[src/rtl/ctrl_pipeline.sv]
// ctrl_pipeline
// Pipelined control unit for the MIPS core. Decodes the instruction in ID,
// carries the resulting control word through the EX, MEM and WB stage
// registers, detects load-use and multiply-busy hazards, and tracks the
// latency of a multi-cycle MULTU.
//
// Parameters:
//   MD_LAT  MULTU execution latency in cycles (>= 1)
//   HAZ_EN  1 enables the load-use interlock, 0 leaves scheduling to software
// Ports:
//   clk, rst               clock and asynchronous active-high reset
//   instr_id, id_valid     instruction in ID and its valid flag
//   br_taken_ex            compare result for the BEQ held in EX
//   ext_op, npc_op         ID immediate extension and next-PC select
//   stall, flush_if        freeze PC and IF/ID, squash IF/ID
//   ex_alu_op, ex_alu_src  EX ALU control
//   ex_is_beq, ex_md_start EX holds a valid BEQ / MULTU
//   mem_re, mem_we         MEM read and write enables
//   wb_we, wb_addr, wb_sel register write-back control
//   md_busy                a MULTU is still in progress

module ctrl_pipeline #(
  parameter int MD_LAT = 4,
  parameter bit HAZ_EN = 1'b1
) (
  input  logic        clk,
  input  logic        rst,
  input  logic [31:0] instr_id,
  input  logic        id_valid,
  input  logic        br_taken_ex,
  output logic [1:0]  ext_op,
  output logic [1:0]  npc_op,
  output logic        stall,
  output logic        flush_if,
  output logic [2:0]  ex_alu_op,
  output logic        ex_alu_src,
  output logic        ex_is_beq,
  output logic        ex_md_start,
  output logic        mem_re,
  output logic        mem_we,
  output logic        wb_we,
  output logic [4:0]  wb_addr,
  output logic [1:0]  wb_sel,
  output logic        md_busy
);

  localparam int CW = $clog2(MD_LAT + 1);

  localparam logic [5:0] OP_RTYPE = 6'b000000;
  localparam logic [5:0] OP_ORI   = 6'b001101;
  localparam logic [5:0] OP_LUI   = 6'b001111;
  localparam logic [5:0] OP_LW    = 6'b100011;
  localparam logic [5:0] OP_SW    = 6'b101011;
  localparam logic [5:0] OP_BEQ   = 6'b000100;
  localparam logic [5:0] OP_J     = 6'b000010;
  localparam logic [5:0] OP_JAL   = 6'b000011;

  localparam logic [5:0] FN_ADDU  = 6'b100001;
  localparam logic [5:0] FN_SUBU  = 6'b100011;
  localparam logic [5:0] FN_SLL   = 6'b000000;
  localparam logic [5:0] FN_SRL   = 6'b000010;
  localparam logic [5:0] FN_SRA   = 6'b000011;
  localparam logic [5:0] FN_JR    = 6'b001000;
  localparam logic [5:0] FN_MULTU = 6'b011001;
  localparam logic [5:0] FN_MFLO  = 6'b010010;

  localparam logic [2:0] ALU_ADD = 3'd0;
  localparam logic [2:0] ALU_SUB = 3'd1;
  localparam logic [2:0] ALU_OR  = 3'd2;
  localparam logic [2:0] ALU_SLL = 3'd3;
  localparam logic [2:0] ALU_SRL = 3'd4;
  localparam logic [2:0] ALU_SRA = 3'd5;
  localparam logic [2:0] ALU_LUI = 3'd6;
  localparam logic [2:0] ALU_EQ  = 3'd7;

  // Control word carried by every stage register; all-zero is a bubble.
  typedef struct packed {
    logic       valid;
    logic [2:0] alu_op;
    logic       alu_src;
    logic       is_beq;
    logic       md_start;
    logic       mem_re;
    logic       mem_we;
    logic       wb_we;
    logic [4:0] wb_addr;
    logic [1:0] wb_sel;
  } ctrl_t;

  logic [5:0] op, funct;
  logic [4:0] rs, rt, rd;

  assign op    = instr_id[31:26];
  assign rs    = instr_id[25:21];
  assign rt    = instr_id[20:16];
  assign rd    = instr_id[15:11];
  assign funct = instr_id[5:0];

  ctrl_t         dec, ex_q, mem_q, wb_q;
  logic [1:0]    dec_ext, dec_npc;
  logic          use_rs, use_rt, is_jump, is_md, wr;
  logic          br_flush, load_use, md_hazard;
  logic [CW-1:0] md_cnt;

  // ID decode. Unrecognised encodings and invalid slots leave everything 0.
  always_comb begin
    dec     = '0;
    dec_ext = 2'd0;
    dec_npc = 2'd0;
    use_rs  = 1'b0;
    use_rt  = 1'b0;
    is_jump = 1'b0;
    is_md   = 1'b0;
    wr      = 1'b0;
    if (id_valid) begin
      case (op)
        OP_RTYPE: begin
          case (funct)
            FN_ADDU, FN_SUBU, FN_SLL, FN_SRL, FN_SRA: begin
              dec.valid   = 1'b1;
              use_rs      = 1'b1;
              use_rt      = 1'b1;
              wr          = 1'b1;
              dec.wb_addr = rd;
              case (funct)
                FN_SUBU: dec.alu_op = ALU_SUB;
                FN_SLL:  dec.alu_op = ALU_SLL;
                FN_SRL:  dec.alu_op = ALU_SRL;
                FN_SRA:  dec.alu_op = ALU_SRA;
                default: dec.alu_op = ALU_ADD;
              endcase
            end
            FN_JR: begin
              dec.valid = 1'b1;
              use_rs    = 1'b1;
              is_jump   = 1'b1;
              dec_npc   = 2'd3;
            end
            FN_MULTU: begin
              dec.valid    = 1'b1;
              use_rs       = 1'b1;
              is_md        = 1'b1;
              dec.md_start = 1'b1;
            end
            FN_MFLO: begin
              dec.valid   = 1'b1;
              use_rs      = 1'b1;
              is_md       = 1'b1;
              wr          = 1'b1;
              dec.wb_addr = rd;
              dec.wb_sel  = 2'd3;
            end
            default: ;
          endcase
        end
        OP_ORI: begin
          dec.valid   = 1'b1;
          dec.alu_op  = ALU_OR;
          dec.alu_src = 1'b1;
          dec_ext     = 2'd1;
          use_rs      = 1'b1;
          wr          = 1'b1;
          dec.wb_addr = rt;
        end
        OP_LUI: begin
          dec.valid   = 1'b1;
          dec.alu_op  = ALU_LUI;
          dec.alu_src = 1'b1;
          dec_ext     = 2'd2;
          wr          = 1'b1;
          dec.wb_addr = rt;
        end
        OP_LW: begin
          dec.valid   = 1'b1;
          dec.alu_src = 1'b1;
          dec.mem_re  = 1'b1;
          use_rs      = 1'b1;
          wr          = 1'b1;
          dec.wb_addr = rt;
          dec.wb_sel  = 2'd1;
        end
        OP_SW: begin
          dec.valid   = 1'b1;
          dec.alu_src = 1'b1;
          dec.mem_we  = 1'b1;
          use_rs      = 1'b1;
          use_rt      = 1'b1;
        end
        OP_BEQ: begin
          dec.valid  = 1'b1;
          dec.alu_op = ALU_EQ;
          dec.is_beq = 1'b1;
          use_rs     = 1'b1;
          use_rt     = 1'b1;
        end
        OP_J: begin
          dec.valid = 1'b1;
          is_jump   = 1'b1;
          dec_npc   = 2'd2;
        end
        OP_JAL: begin
          dec.valid   = 1'b1;
          is_jump     = 1'b1;
          dec_npc     = 2'd2;
          wr          = 1'b1;
          dec.wb_addr = 5'd31;
          dec.wb_sel  = 2'd2;
        end
        default: ;
      endcase
    end
    dec.wb_we = wr && (dec.wb_addr != 5'd0);
  end

  // Hazard resolution. A taken BEQ in EX overrides everything decoded in ID.
  // MFLO/MULTU also wait while the MULTU is still in EX, because the counter
  // only becomes busy on the following cycle.
  always_comb begin
    br_flush  = ex_q.is_beq && br_taken_ex;
    load_use  = HAZ_EN && ex_q.mem_re && (ex_q.wb_addr != 5'd0) &&
                ((use_rs && (rs == ex_q.wb_addr)) ||
                 (use_rt && (rt == ex_q.wb_addr)));
    md_hazard = is_md && (md_busy || ex_q.md_start);
    stall     = !br_flush && (load_use || md_hazard);
    flush_if  = br_flush || (is_jump && !stall);
    npc_op    = br_flush ? 2'd1 : dec_npc;
    ext_op    = dec_ext;
  end

  // Stage registers and the MULTU latency counter.
  always_ff @(posedge clk or posedge rst) begin
    if (rst) begin
      ex_q   <= '0;
      mem_q  <= '0;
      wb_q   <= '0;
      md_cnt <= '0;
    end else begin
      ex_q  <= (stall || br_flush) ? '0 : dec;
      mem_q <= ex_q;
      wb_q  <= mem_q;
      if (ex_q.md_start)
        md_cnt <= CW'(MD_LAT);
      else if (md_cnt != '0)
        md_cnt <= md_cnt - CW'(1);
    end
  end

  assign ex_alu_op   = ex_q.alu_op;
  assign ex_alu_src  = ex_q.alu_src;
  assign ex_is_beq   = ex_q.is_beq;
  assign ex_md_start = ex_q.md_start;
  assign mem_re      = mem_q.mem_re;
  assign mem_we      = mem_q.mem_we;
  assign wb_we       = wb_q.wb_we;
  assign wb_addr     = wb_q.wb_addr;
  assign wb_sel      = wb_q.wb_sel;
  assign md_busy     = (md_cnt != '0);

  logic unused_bits;
  assign unused_bits = ^{wb_q.valid, wb_q.alu_op, wb_q.alu_src, wb_q.is_beq,
                         wb_q.md_start, wb_q.mem_re, wb_q.mem_we, instr_id[10:6]};

endmodule

[config.mk]
export PLATFORM = sky130hd
export DESIGN_NAME = ctrl_pipeline
export DESIGN_NICKNAME = d
export VERILOG_FILES = /design/src/rtl/ctrl_pipeline.sv
export SDC_FILE = /design/constraint.sdc
export NUM_CORES = 1
export LEC_CHECK = 0
export ABC_AREA = 1
export CAP_MARGIN = 0
export CORE_ASPECT_RATIO = 1.4
export CORE_MARGIN = 2
export CORE_UTILIZATION = 46
export DETAILED_ROUTE_END_ITERATION = 12
export PLACE_DENSITY = 0.82
export SLEW_MARGIN = 20
export SYNTH_ARGS = -nofsm -noshare
export SYNTH_HDL_FRONTEND = slang
export SYNTH_SLANG_ARGS = --single-unit
[constraint.sdc]
create_clock -name clk -period 2 [get_ports clk]
set_clock_uncertainty 0.2 [all_clocks]
set_input_delay 0.4 -clock clk [delete_from_list [all_inputs] [get_ports clk]]
set_output_delay 0.4 -clock clk [all_outputs]
set_load 0.05 [all_outputs]
==> flow_summary.toml, run 1 <==
[clocking]
ctsHoldBuffers = 0
cts_tree = "yes"
clkSlewWorstSetupHoldPaths_ns = 0.07
cts_sinks = 37
cts_htree_levels = 2
cts_made_buffers = 5
cts_buffer_depth = 2
root_buffer = "clkbuf_8"
clock_latency_ns = 0.29

[yosys]
syn_nets = 277
synthArstFlopShare = 1.00
yosysWarnings = 0
syn_avg_cell_area_um2 = 7.85
syn_inst = 239
synth_area_leaders = "dfrtp_1 (49%), nand2_1 (12%), nor2_1 (8.2%), inv_1 (7.0%), nand3_1 (5.3%)"
synth_top_area_share = 0.494
ys_ff_latch = 37
synth_area_leader_cell = "dfrtp_1"
syn-cell-area_um2 = 1880
synth_seq_area_share = 0.494
synth_edf_count = 0
synth_cell_type_count = 25
synthFlopType = "dfrtp_1"

[placed_design]
placement.io_buffers = 53
place.detailed.hpwl_um = 3600
place_area_um2 = 2820
place.gp.congestion = 0.904

[layout]
syn_to_final_growth_pct = 75.0
layout_common_cells = "buf_4 (60), nand2_1 (47), dfrtp_1 (36), inv_1 (29), nor2_2 (20)"
fill_cells = 209
final_common_cell = "buf_4"
fin_nets = 386
drive_gt1_frac = 0.470
design_area_um2 = 3280
diodes = 0

[route]
final_antenna_net_count = 0
drtIter0Drc = 107
totalWireLength_um = 6750
route.detailed.drc = 0
drtPass1Iterations = 5
viasPerCell = 5.52
post_drt_wl_per_cell_um = 17.2
vias = 2164

[worst_setup_path]
cp.required_ns = 1.40
crit_buf_inv = 2
crit_arrival_ns = 2.05
rr_endpoint = "ex_alu_op[2]$_DFF_PP0_"
cp_top_family = "simple AND/OR/NAND/NOR gates"
cp_slowest_cell = "dfrtp_1"
worst-r2r-cell-count = 15
path_class = "flip-flop to output pin"
critPathLaunchType = "flip-flop"
crit_top_cell = "nand2_1"
endpoint_kind = "output pin"
worstPathCellList = "inv_2, nand2_1, nand2_1, nor2_2, nand2_1, nor2_2, nand2_1, nand2_1, nand2_1, nand2_2, nand2_4, a21oi_4, buf_12"
worstPathMaxFanout = 4
worstReg2RegStart = "ex_q[2]$_DFF_PP0_"
r2r_slack_ns = -0.24
cpPeakStageDelay_ns = 0.42

[worst_hold_path]
hold-path-endpoint = "mem_q[0]$_DFF_PP0_"
hold_class = "flip-flop to flip-flop"
hold_path.startpoint = "ex_q[0]$_DFF_PP0_"
worstHoldPathCells = 0

[power]
power.leakage_nw = 1.77
irDropWorstVdd_mv = 0.887
finalPower_w = 0.00208
power.density_nw_per_um2 = 633

[floorplan]
core_area_um2 = 3920
io_pins = 59
start_util = 0.479
die-area_um2 = 4610
rows = 27
die_w_um = 58.0
die_h_um = 79.6

[sta]
finalSetupViolCount = 22
rsz0062_at_grt = "yes"
final.setup.tns_ns = -4.83
finalMaxSlewViolations = 0
finalHoldViolCount = 0
period_share = 1.33
min_period_ns = 2.65
relSlewSlack = 0.714
fmax_ghz = 0.377
setup_slack_ns = -0.650
worst_pin_slew_ns = 0.428

[status]
violations = "setup timing"
outcome = "finished with violations"

[global_routing]
grt_pass1_wl_um = 9260
grt_pass1_vias = 2108
overflow = 0
grt_max_degree = 29
grt_usage = 0.267
antenna_found_initial = 0

[flow_run]
maxCapViolCount = 0
-- sequential cells by signal, indices dropped and copies added, names as in the netlist --
| signal | count |
|---|---|
| wb_we | 1 |
| ex_is_beq | 1 |
| ex_alu_op | 3 |
| ex_q | 10 |
| wb_addr | 5 |
| wb_sel | 2 |
| ex_alu_src | 1 |
| mem_q | 8 |
| md_cnt | 3 |
| mem_re | 1 |
| ex_md_start | 1 |
| mem_we | 1 |
-- cells in the mapped netlist, types with 2 or more instances --
library cell / number
o21ai_1: 2
nand2_2: 2
nand3_1: 20
buf_4: 3
inv_1: 35
inv_2: 2
ha_1: 2
a21oi_1: 9
xnor2_1: 3
nand4_1: 4
nand2_1: 59
nor2_4: 2
nor2_1: 41
o21ai_0: 8
dfrtp_1: 37
-- how the worst max path moves through the flow --
stage	from	depth (start not counted)	end	slack, ns
finish	ex_q[2]$_DFF_PP0_	13	stall	-0.65
global route	ex_q[2]$_DFF_PP0_	13	stall	-0.80
CTS	ex_q[4]$_DFF_PP0_	13	stall	-0.53
detailed placement	instr_id[23]	14	stall	-0.68
global placement	instr_id[31]	9	stall	-0.63
floorplan	md_cnt[1]$_DFFE_PP0N_	10	flush_if	-0.14
-- per-stage QoR --
step                      cells  setup slack (ns)   util  hold WS (ns)
after detailed placement    365            -0.684  0.720         0.137
final                       392            -0.650  0.837         0.144
after global placement      365            -0.632  0.720         0.132
after CTS                   392            -0.533  0.804         0.147
after floorplan             239            -0.137      -         0.131
after global routing        392            -0.804  0.837         0.152
-- power by group --
part           internal (W)  total [W]  leakage (nW)  switching (W)
clock network      0.000405   0.000677        0.0574       0.000272
logic              0.000274   0.000585          1.21       0.000311
registers          0.000792   0.000816         0.506      0.0000241
total               0.00147    0.00208          1.77       0.000606
-- layout make-up --
| cell class | count | area [um^2] | area share |
|---|---|---|---|
| Inverter | 37 | 139 | 0.0423 |
| Timing Repair Buffer | 106 | 982 | 0.299 |
| Multi-Input combinational cell | 161 | 1060 | 0.323 |
| Sequential cell | 37 | 927 | 0.283 |
| Clock inverter | 2 | 37.5 | 0.0114 |
| Tap cell | 43 | 53.8 | 0.0164 |
| Clock buffer | 6 | 82.6 | 0.0252 |
-- what timing repair did --
action | 4_1_cts | 5_1_grt
hold endpoints to repair | 0 | 0
setup endpoints to repair | 22 | 22
pin swaps | 32 | 25
buffers inserted | 21 | 2
resized for setup | 73 | 45
cloned | 1 | 0
-- worst reg2reg max path, delay by kind of cell (launching register included) --
family	cells	cell delay (ns)
flops	1	0.42
buf+inv	3	0.34
simple gates	12	1.16
-- metal layers --
layer,share of wire,global-route usage
met1,0.34,0.273
met2,0.56,0.481
met3,0.045,0.0519
met4,0.057,0.170
met5,0,0
-- kinds of logic (layout without fill, tap and decap cells) --
family | after synthesis | count (layout) | synth area share
and+or+nand+nor | 132 | 133 | 0.318
buffers and inverters | 42 | 151 | 0.0947
DFF | 37 | 37 | 0.494
AOI/OAI and AO/OA | 23 | 23 | 0.0661
xor gates and xnor gates | 3 | 3 | 0.0140
adders and majority gates | 2 | 2 | 0.0133
Power figures use the tool's default switching activity.
==> run 2: changes to the inputs <==
PLACE_DENSITY = 0.84   (was 0.82)
==> run 2 against run 1 <==
The run still ends with setup timing left. Die area did not move. Cell area is 2.1% higher. Worst hold slack improved by 0.015 ns. Maximum frequency is 4.0% higher. Critical path depth fell by 3. Global-route usage increased by 0.75 points. Flip-flop and latch count did not move. Combinational power grew 5.1%. Via count up 2.4%. Register-to-register slack worse by 0.24 ns. Critical path type unchanged.
==> flow_summary.toml, run 2 (synthesized netlist as in run 1, its figures left out) <==
[floorplan]
die_h_um = 79.6
die-area_um2 = 4610
start_util = 0.479
rows = 27
die_w_um = 58.0
io_pins = 59
core_area_um2 = 3920

[clocking]
cts_htree_levels = 2
ctsHoldBuffers = 0
cts_tree = "yes"
clock_latency_ns = 0.29
cts_buffer_depth = 2
root_buffer = "clkbuf_8"
cts_sinks = 37
cts_made_buffers = 5
clkSlewWorstSetupHoldPaths_ns = 0.08

[route]
drtIter0Drc = 109
vias = 2216
final_antenna_net_count = 0
post_drt_wl_per_cell_um = 17.7
drtPass1Iterations = 5
viasPerCell = 5.47
met2_length_um = 3900
wl_met1_um = 2500
totalWireLength_um = 7170
top_layer = "met4"
route.detailed.drc = 0
wl_met3_um = 450

[sta]
relSlewSlack = 0.690
period_share = 1.27
rsz0062_at_grt = "yes"
fmax_ghz = 0.393
worst_pin_slew_ns = 0.464
setup_slack_ns = -0.547
finalMaxSlewViolations = 0
min_period_ns = 2.55
finalHoldViolCount = 0
final.setup.tns_ns = -8.32
finalSetupViolCount = 20

[layout]
syn_to_final_growth_pct = 78.6
final_common_cell = "buf_4"
regMostFlops = "ex_q"
finalNonFillerCells = 405
drive_gt1_frac = 0.464
layout_common_cells = "buf_4 (71), nand2_1 (48), dfrtp_1 (37), inv_1 (28)"
fin_nets = 400
post-route-util = 0.855
diodes = 0
largest_register_ffs = 10

[worst_setup_path]
path_class = "flip-flop to output pin"
critPathLaunchType = "flip-flop"
endpoint_kind = "output pin"
crit_arrival_ns = 1.95
worstPathMaxFanout = 4
cp.required_ns = 1.40

[placed_design]
place.detailed.hpwl_um = 3920
post-place-cells = 369
placement.io_buffers = 53
place.gp.congestion = 0.885

[global_routing]
grt_usage = 0.274
grt_pass1_wl_um = 9470
overflow = 0
antenna_found_initial = 0
grt_max_degree = 38
grt_pass1_vias = 2188

[worst_hold_path]
hold_class = "flip-flop to flip-flop"

[power]
power.leakage_nw = 1.87
power.density_nw_per_um2 = 590
irDropWorstVdd_mv = 0.740

[flow_run]
maxCapViolCount = 0

[status]
violations = "setup timing"
outcome = "finished with violations"
## run 2: cell types whose count changed in the layout (fill, tap and decap cells not counted), moves of 4 or more
cell / previous run / this run
nand2_2: 10 / 5
buf_6: 9 / 13
nand3_1: 15 / 19
nor2_2: 20 / 13
nand3_2: 5 / 1
nor2_1: 13 / 19
nand2_4: 3 / 7
buf_4: 60 / 71
## run 2: layout make-up
class	count	area, um^2
clock buffers	7	86.3
fillers	201	569
inverters	37	139
multi-input cells	161	1070
flip-flops and latches	37	926
well taps	43	53.8
repair buffers	120	1070
## run 2: through the flow
stage	setup WS (ns)	hold WS, ns	total power (W)	area, um^2
after floorplan	-0.137	0.131	0.00114	1970
after global placement	-0.679	0.131	0.00136	2840
after detailed placement	-0.730	0.136	0.00139	2840
after CTS	-0.462	0.150	0.00193	3120
after global routing	-0.595	0.168	0.00205	3350
final	-0.547	0.159	0.00198	3350
## run 2: worst paths after layout
kind	startpoint	to	slack, ns	depth (start not counted)
worst max-delay path	ex_q[6]$_DFF_PP0_	stall	-0.55	10
worst min register to register	mem_q[4]$_DFF_PP0_	wb_addr[2]$_DFF_PP0_	0.16	0
max in group asynchronous	rst	md_cnt[1]$_DFFE_PP0N_	0.96	3
worst max register to register	ex_q[6]$_DFF_PP0_	ex_alu_op[2]$_DFF_PP0_	-0.48	14
worst min-delay path	mem_q[4]$_DFF_PP0_	wb_addr[2]$_DFF_PP0_	0.16	0
min in group asynchronous	rst	ex_q[6]$_DFF_PP0_	0.31	3
## run 2: critical path, cell delays in order, from the launching register on
cell,delay (ns)
dfrtp_1,0.49
xnor2_2,0.26
inv_1,0.11
nor2_2,0.14
nand2_1,0.06
nand2_1,0.06
nand2_1,0.07
nand2_2,0.08
nand2_4,0.08
a21oi_4,0.15
buf_12,0.15
## run 2: power by group
part | internal (W) | switching (W)
Clock | 0.000274 | 0.000267
Combinational | 0.000283 | 0.000331
Sequential | 0.000792 | 0.0000284
## run 2: routing by layer
metal | vias to the layer above | track usage
met5 | - | 0
met3 | 36 | 0.0583
met1 | 1051 | 0.271
li1 | 989 | -
met2 | 140 | 0.508
met4 | 0 | 0.160
## run 2: repair_timing
item,4_1_cts,5_1_grt
gates resized for setup,71,52
endpoints found under the setup margin,22,22
gates cloned,0,1
pin swaps,28,23
buffers inserted,20,12
